<file path="config.mk">
export PLATFORM = sky130hd
export DESIGN_NAME = fetch_pc_unit
export DESIGN_NICKNAME = d
export VERILOG_FILES = /design/src/rtl/mips_core_pkg.sv /design/src/rtl/fetch_redirect_buffer.sv /design/src/rtl/fetch_pc_unit.sv
export SDC_FILE = /design/constraint.sdc
export NUM_CORES = 1
export LEC_CHECK = 0
export ABC_AREA = 1
export CORE_MARGIN = 4
export CORE_UTILIZATION = 39
export CTS_BUF_LIST = sky130_fd_sc_hd__clkbuf_8
export DETAILED_ROUTE_END_ITERATION = 7
export PLACE_DENSITY = 0.69
export SYNTH_ARGS = -nofsm -noshare
export SYNTH_HDL_FRONTEND = slang
export SYNTH_HIERARCHICAL = 1
export SYNTH_SLANG_ARGS = --single-unit
</file>
<file path="constraint.sdc">
create_clock -name clk -period 3.3 [get_ports clk]
set_clock_uncertainty 0.2 [all_clocks]
set_input_delay 0.99 -clock clk [delete_from_list [all_inputs] [get_ports clk]]
set_output_delay 0.99 -clock clk [all_outputs]
set_load 0.01 [all_outputs]
</file>
<file path="src/rtl/mips_core_pkg.sv">
// Shared definitions for the fetch-side PC logic: redirect hold states,
// the sequential PC step and the redirect rank rule.
package mips_core_pkg;

  typedef enum logic [1:0] {
    IDLE,
    HOLD_DEC,
    HOLD_EX
  } redirect_state_t;

  localparam int unsigned PC_STEP = 4;

  // EX outranks DEC; at equal rank the incoming (newer) redirect wins.
  function automatic logic incoming_wins(input logic held_is_ex, input logic in_is_ex);
    return !(held_is_ex && !in_is_ex);
  endfunction

endpackage

</file>
<file path="src/rtl/fetch_redirect_buffer.sv">
// Holds redirects that arrive while IF is stalled and arbitrates between the held
// and the incoming redirect, producing the effective redirect for this cycle.
module fetch_redirect_buffer
  import mips_core_pkg::*;
#(
  parameter int unsigned AddrWidth = 32
) (
  input  logic                 clk,
  input  logic                 rst,
  input  logic                 stall_i,
  input  logic                 in_we_i,
  input  logic                 in_ex_i,
  input  logic [AddrWidth-1:0] in_pc_i,
  output logic                 eff_valid_o,
  output logic [AddrWidth-1:0] eff_pc_o,
  output logic                 eff_ex_o,
  output logic                 pending_o,
  output logic                 deferred_o,
  output logic                 dropped_o
);

  redirect_state_t        state_q, state_d;
  logic [AddrWidth-1:0]   held_pc_q, held_pc_d;
  logic                   held_valid;
  logic                   held_ex;
  logic                   in_wins;

  assign held_valid = (state_q != IDLE);
  assign held_ex    = (state_q == HOLD_EX);
  assign in_wins    = incoming_wins(held_ex, in_ex_i);
  assign pending_o  = held_valid;

  always_comb begin
    state_d     = state_q;
    held_pc_d   = held_pc_q;
    eff_valid_o = 1'b0;
    eff_pc_o    = held_pc_q;
    eff_ex_o    = held_ex;
    deferred_o  = 1'b0;
    dropped_o   = 1'b0;

    if (!stall_i) begin
      state_d = IDLE;
      if (in_we_i && (!held_valid || in_wins)) begin
        eff_valid_o = 1'b1;
        eff_pc_o    = in_pc_i;
        eff_ex_o    = in_ex_i;
      end else if (held_valid) begin
        eff_valid_o = 1'b1;
      end
      // With two candidates exactly one loses.
      dropped_o = in_we_i && held_valid;
    end else if (in_we_i) begin
      if (held_valid && !in_wins) begin
        dropped_o = 1'b1;
      end else begin
        dropped_o  = held_valid;
        deferred_o = 1'b1;
        held_pc_d  = in_pc_i;
        state_d    = in_ex_i ? HOLD_EX : HOLD_DEC;
      end
    end
  end

  always_ff @(posedge clk) begin
    if (rst) begin
      state_q   <= IDLE;
      held_pc_q <= '0;
    end else begin
      state_q   <= state_d;
      held_pc_q <= held_pc_d;
    end
  end

endmodule

</file>
<file path="src/rtl/fetch_pc_unit.sv">
// Fetch PC generator: sequential advance, DEC/EX redirects with stall hold, epoch
// and misalignment tracking. Event counters are built only with FETCH_PC_STATS_EN.
`ifndef ADDR_WIDTH
`define ADDR_WIDTH 32
`endif

module fetch_pc_unit
  import mips_core_pkg::*;
#(
  parameter int unsigned            ADDR_WIDTH = `ADDR_WIDTH,
  parameter logic [ADDR_WIDTH-1:0]  RESET_PC   = '0
) (
  input  logic                  clk,
  input  logic                  rst,
  input  logic                  if_stall,
  input  logic                  redirect_we,
  input  logic [ADDR_WIDTH-1:0] redirect_pc,
  input  logic                  redirect_ex,
  output logic [ADDR_WIDTH-1:0] fetch_pc,
  output logic                  fetch_valid,
  output logic                  fetch_epoch,
  output logic                  redirect_pending,
  output logic                  misalign_err,
  output logic [31:0]           stat_applied,
  output logic [31:0]           stat_deferred,
  output logic [31:0]           stat_dropped
);

  logic [ADDR_WIDTH-1:0] pc_q, pc_d;
  logic                  valid_q;
  logic                  epoch_q, epoch_d;
  logic                  err_q, err_d;

  logic                  eff_valid;
  logic [ADDR_WIDTH-1:0] eff_pc;
  logic                  eff_ex;
  logic                  deferred;
  logic                  dropped;
  logic                  applied;

  fetch_redirect_buffer #(
    .AddrWidth (ADDR_WIDTH)
  ) u_redirect_buffer (
    .clk         (clk),
    .rst         (rst),
    .stall_i     (if_stall),
    .in_we_i     (redirect_we),
    .in_ex_i     (redirect_ex),
    .in_pc_i     (redirect_pc),
    .eff_valid_o (eff_valid),
    .eff_pc_o    (eff_pc),
    .eff_ex_o    (eff_ex),
    .pending_o   (redirect_pending),
    .deferred_o  (deferred),
    .dropped_o   (dropped)
  );

  assign applied = eff_valid && !if_stall;

  always_comb begin
    pc_d    = pc_q;
    epoch_d = epoch_q;
    err_d   = err_q;
    if (!if_stall) begin
      if (applied) begin
        pc_d    = {eff_pc[ADDR_WIDTH-1:2], 2'b00};
        epoch_d = epoch_q ^ eff_ex;
        err_d   = err_q | (eff_pc[1:0] != 2'b00);
      end else begin
        pc_d = pc_q + ADDR_WIDTH'(PC_STEP);
      end
    end
  end

  always_ff @(posedge clk) begin
    if (rst) begin
      pc_q    <= RESET_PC;
      valid_q <= 1'b0;
      epoch_q <= 1'b0;
      err_q   <= 1'b0;
    end else begin
      pc_q    <= pc_d;
      valid_q <= 1'b1;
      epoch_q <= epoch_d;
      err_q   <= err_d;
    end
  end

  assign fetch_pc     = pc_q;
  assign fetch_valid  = valid_q;
  assign fetch_epoch  = epoch_q;
  assign misalign_err = err_q;

`ifdef FETCH_PC_STATS_EN
  logic [31:0] applied_q, deferred_q, dropped_q;

  always_ff @(posedge clk) begin
    if (rst) begin
      applied_q  <= '0;
      deferred_q <= '0;
      dropped_q  <= '0;
    end else begin
      if (applied)  applied_q  <= applied_q + 32'd1;
      if (deferred) deferred_q <= deferred_q + 32'd1;
      if (dropped)  dropped_q  <= dropped_q + 32'd1;
    end
  end

  assign stat_applied  = applied_q;
  assign stat_deferred = deferred_q;
  assign stat_dropped  = dropped_q;
`else
  logic unused_stats;
  assign unused_stats  = ^{applied, deferred, dropped};
  assign stat_applied  = '0;
  assign stat_deferred = '0;
  assign stat_dropped  = '0;
`endif

endmodule
</file>
# --- Word-level counts from Yosys, hierarchy flattened ---
# Cells that the tools add are included.
op_classes:
  n_reduce_logical: 15
  shifts: 0
  mux: 10
  bitwise_logic: 4
  n_mul: 0
  eq_ne: 1
  n_div: 0
  magnitude_cmp: 0
  addsub: 1
op_table:
  columns: ["op", "count"]
  rows:
  - ["$mux 32", 3]
  - ["$add 32x3->32 const B", 1]
  - ["$mux 1", 6]
  - ["$logic_and 1x1->1", 4]
  - ["$logic_not 1->1", 4]
  - ["$reduce_and 2->1", 2]
  - ["$reduce_bool 2->1", 2]
  - ["$reduce_and 3->1", 1]
  - ["$eq 2x2->1 const B", 1]
  - ["$mux 2", 1]
  - ["$not 1->1", 2]
  - ["$reduce_or 2->1", 1]
  - ["$logic_or 1x1->1", 1]
  - ["$or 1x1->1", 1]
  - ["$xor 1x1->1", 1]
word_totals:
  ff_bits: 69
  romBits: 0
  mem_count: 0
  latch_bits: 0
  in_bits: 37
  wordCells: 37
  mem_bits_rw: 0
  output_inout_bits: 132

# --- Longest topological paths before layout ---
logic_depth:
  ltp_word: 9
  mapped_depth: 10
  mapped_depth_nobuf: 10

# --- Cells and area by module ---
# The synthesis kept the hierarchy.
modules_own_cells:
  columns: ["module", "instances", "seq_area_each_um2", "area_per_inst_um2", "cells_per_inst"]
  rows:
  - ["fetch_pc_unit", 1, 660.6, 3224.3, 473]
  - ["fetch_redirect_buffer", 1, 680.7, 2107.0, 364]

# --- Worst setup path before layout ---
# No wires, ideal clock.
synth_path:
  path_kind: "input to register"
  from: "input if_stall"
  to: "register pc_q[12] (netlist: fetch_pc[12])"
  setup_ps: 122
  setup_slack_ps: 593
  arrival_time_ps: 2386
  required_ps: 2978
  path_buffers: 3
  stages: 9
  path_cell_list: "buf_2 buf_1 a31oi_1 inv_1 nor2_4 inv_2 buf_2 o221ai_1 a21oi_1"
synth_between:
  elab_chain_len: 3
  word_cells_on_any_way: 5
  cone_classes: "3 x mux; 2 x reduce/logical"
synth_rtl:
  columns: ["item", "line", "text"]
  rows:
  - ["from (decl)", "fetch_pc_unit.sv:15", "input logic if_stall,"]
  - ["$mux 1", "fetch_redirect_buffer.sv:42", "if (!stall_i) begin"]
  - ["net eff_valid", "fetch_pc_unit.sv:34", "logic eff_valid;"]
  - ["$logic_and 1x1->1", "fetch_pc_unit.sv:58", "assign applied = eff_valid && !if_stall;"]
  - ["$mux 32", "fetch_pc_unit.sv:65", "if (applied) begin"]
  - ["to (signal assigned)", "fetch_pc_unit.sv:82", "pc_q <= pc_d;"]
  - ["to (decl)", "fetch_pc_unit.sv:29", "logic [ADDR_WIDTH-1:0] pc_q, pc_d;"]
# The timed path passes the listed nets, and every way through them passes these cells.
# A chain may end at the register's enable or synchronous reset.

# --- Worst setup path after layout ---
layout_path:
  from: "input redirect_we"
  to: "register pc_q[18] (netlist: fetch_pc[18])"
layout_between:
  word_cells_on_any_way: 7
  cone_classes: "5 x mux; 2 x reduce/logical"
layout_lines:
  columns: ["item", "line", "text"]
  rows:
  - ["from (decl)", "fetch_pc_unit.sv:16", "input logic redirect_we,"]
  - ["$logic_and 1x1->1", "fetch_redirect_buffer.sv:44", "if (in_we_i && (!held_valid || in_wins)) begin"]
  - ["$mux 32", "fetch_redirect_buffer.sv:44", null]
  - ["$mux 32", "fetch_redirect_buffer.sv:42", null]
  - ["net eff_pc[18]", "fetch_pc_unit.sv:35", "logic [ADDR_WIDTH-1:0] eff_pc;"]
  - ["$mux 32", "fetch_pc_unit.sv:65", null]
# The timed path passes the listed nets, and every way through them passes these cells.

==> flow_summary.ini <==
[status]
status = finished clean

[hold_path]
holdCritPathClass = flip-flop to flip-flop
hp-start = misalign_err
min_delay_path_depth = 2
min_to = misalign_err

[finish]
fin_nets = 932
fin_util_pct = 44.9
antenna_cells = 0
drive_gt1_share_pct = 9.25
area_delta_synth_final_pct = 12.2
finish.instance_area_mm2 = 0.00597
fin_cells = 1073

[placement]
dpl.cell_count = 1059
pre_cts_ws_ns = 0.223
placed_area_mm2 = 0.00580
dp_hpwl_um = 10200
port-buffer-count = 70
place_congestion = 0.872

[timing]
setup_viol = 0
fin_crit_ns = 2.76
hold_viol = 0
rsz0062_at_grt = no
drv_slew = 0
timing.final.crit_share_pct = 83.5
fin_ws_ns = 0.543
slew_headroom_pct = 66.7
worstMarginPinSlew_ns = 0.500
timing.hold.ws_ns = 0.259
finalSetupTns_ns = 0
fmax_mhz = 363

[synth]
syn_area_mm2 = 0.00532
syn_area_per_cell_um2 = 6.37
yosysWarnings = 6
synth_cells = 835

[global_routing]
grt_pass1_vias = 4185
grt_pass1_wl_um = 21200
antenna_found_initial = 0
grt_overflow = 0
grt_start_max_net_pins = 37
track_usage_pct = 16.2

[power_and_ir_drop]
peakVddDrop_mv = 0.167
power_mw = 2.00
power_density_mw_per_mm2 = 334
p_leak_nw = 2.81

[clock_network]
clk_pin_slew_ns = 0.07
numClockSinks = 67
cts_root_buffer = clkbuf_8
clock_path_buffers = 2
numCtsBuffers = 9
cts_hold_buffers = 0
cts-htree-levels = 3
cts_setup_buffers = 0
post_cts_resize_count = 0
insertion_delay_ns = 0.35
cts_tree = built

[floorplan]
die_w_um = 125
num_rows = 42
pin_count = 169
core-area_mm2 = 0.0133
dieArea_mm2 = 0.0156
fp.dieH_um = 125
initial_utilization_pct = 40.0

[routing]
vias_per_cell = 4.55
postRouteWirelength_um = 13600
postRouteAntennaNets = 0
drt-wirelength-per-cell_um = 12.7
drc_errors = 0
routed-via-count = 4884
drtPass1Iterations = 5
drt_iter0_markers = 382

[setup_path]
r2r-start = u_redirect_buffer/state_q[1]
reg2reg_setup_slack_ns = 1.29
criticalPathCategory = input pin to flip-flop
cp_max_fo = 36
cp.arrival_ns = 2.85
rr_endpoint = fetch_pc[17]
crit_path_start_kind = input pin
critPathCaptureType = flip-flop
required_ns = 3.40
reg2reg_depth = 9

[run]
cap_violations = 0
-- cell usage in the layout (no fill, tap or decap), drive strengths merged --
cell           instances
clkdlybuf4s50         69
a211o                  1
nand2                201
o2111ai                1
buf                   17
nand4                 41
o211ai                 9
conb                  98
nand3b                 6
nor2                  98
and2                   1
clkinvlp               1
nor3b                  1
a41oi                  1
o221ai                 1
clkinv                 1
a31oi                  4
clkbuf                11
inv                  140
ha                     1
nor3                   5
a221oi                 1
dfxtp                 67
o31ai                  1
a211oi                 6
o22ai                  1
o21ai                 49
nand3                 32
a21oi                 32
-- state kept, by name (all words and copies together) (netlist names) --
name,count
misalign_err,1
fetch_valid,1
fetch_pc,30
u_redirect_buffer/state_q,2
fetch_epoch,1
u_redirect_buffer/held_pc_q,32
-- where the power goes --
part	internal, mW	leakage (nW)	switching [mW]
Clock	0.302	0.0885	0.314
Combinational	0.185	2.17	0.282
Sequential	0.861	0.551	0.0514
-- layout make-up --
| class | instances | area [µm²] |
|---|---|---|
| clock buffer | 11 | 151 |
| clock inverter | 3 | 16.3 |
| fill | 1428 | 7330 |
| inverter | 139 | 522 |
| multi-input combinational | 591 | 2870 |
| sequential | 67 | 1340 |
| tap | 176 | 220 |
| timing repair buffer | 86 | 853 |
-- layer usage --
layer | vias up | global-route usage [%] | share of wire [%]
li1 | 2543 | - | -
met1 | 2156 | 23.7 | 47
met2 | 175 | 24.8 | 45
met3 | 10 | 2.92 | 6.5
met4 | 0 | 3.89 | 0.87
met5 | - | 0 | 0
-- worst max path at each step --
stage,start,endpoint,depth (start not counted)
after global routing,redirect_we,fetch_pc[17],10
after CTS,redirect_we,fetch_pc[18],9
after detailed placement,redirect_we,fetch_pc[18],9
after global placement,redirect_we,fetch_pc[18],9
after floorplan,if_stall,fetch_pc[12],9
final,redirect_we,fetch_pc[18],9
-- worst max-delay path, cell delays in order --
cell	delay, ns
clkdlybuf4s50_1	0.48
buf_4	0.38
nand3b_4	0.15
buf_12	0.18
o21ai_1	0.22
o21ai_0	0.14
a41oi_1	0.18
nand2_1	0.07
inv_1	0.04
Note: power is estimated with default switching activity, not from simulation.
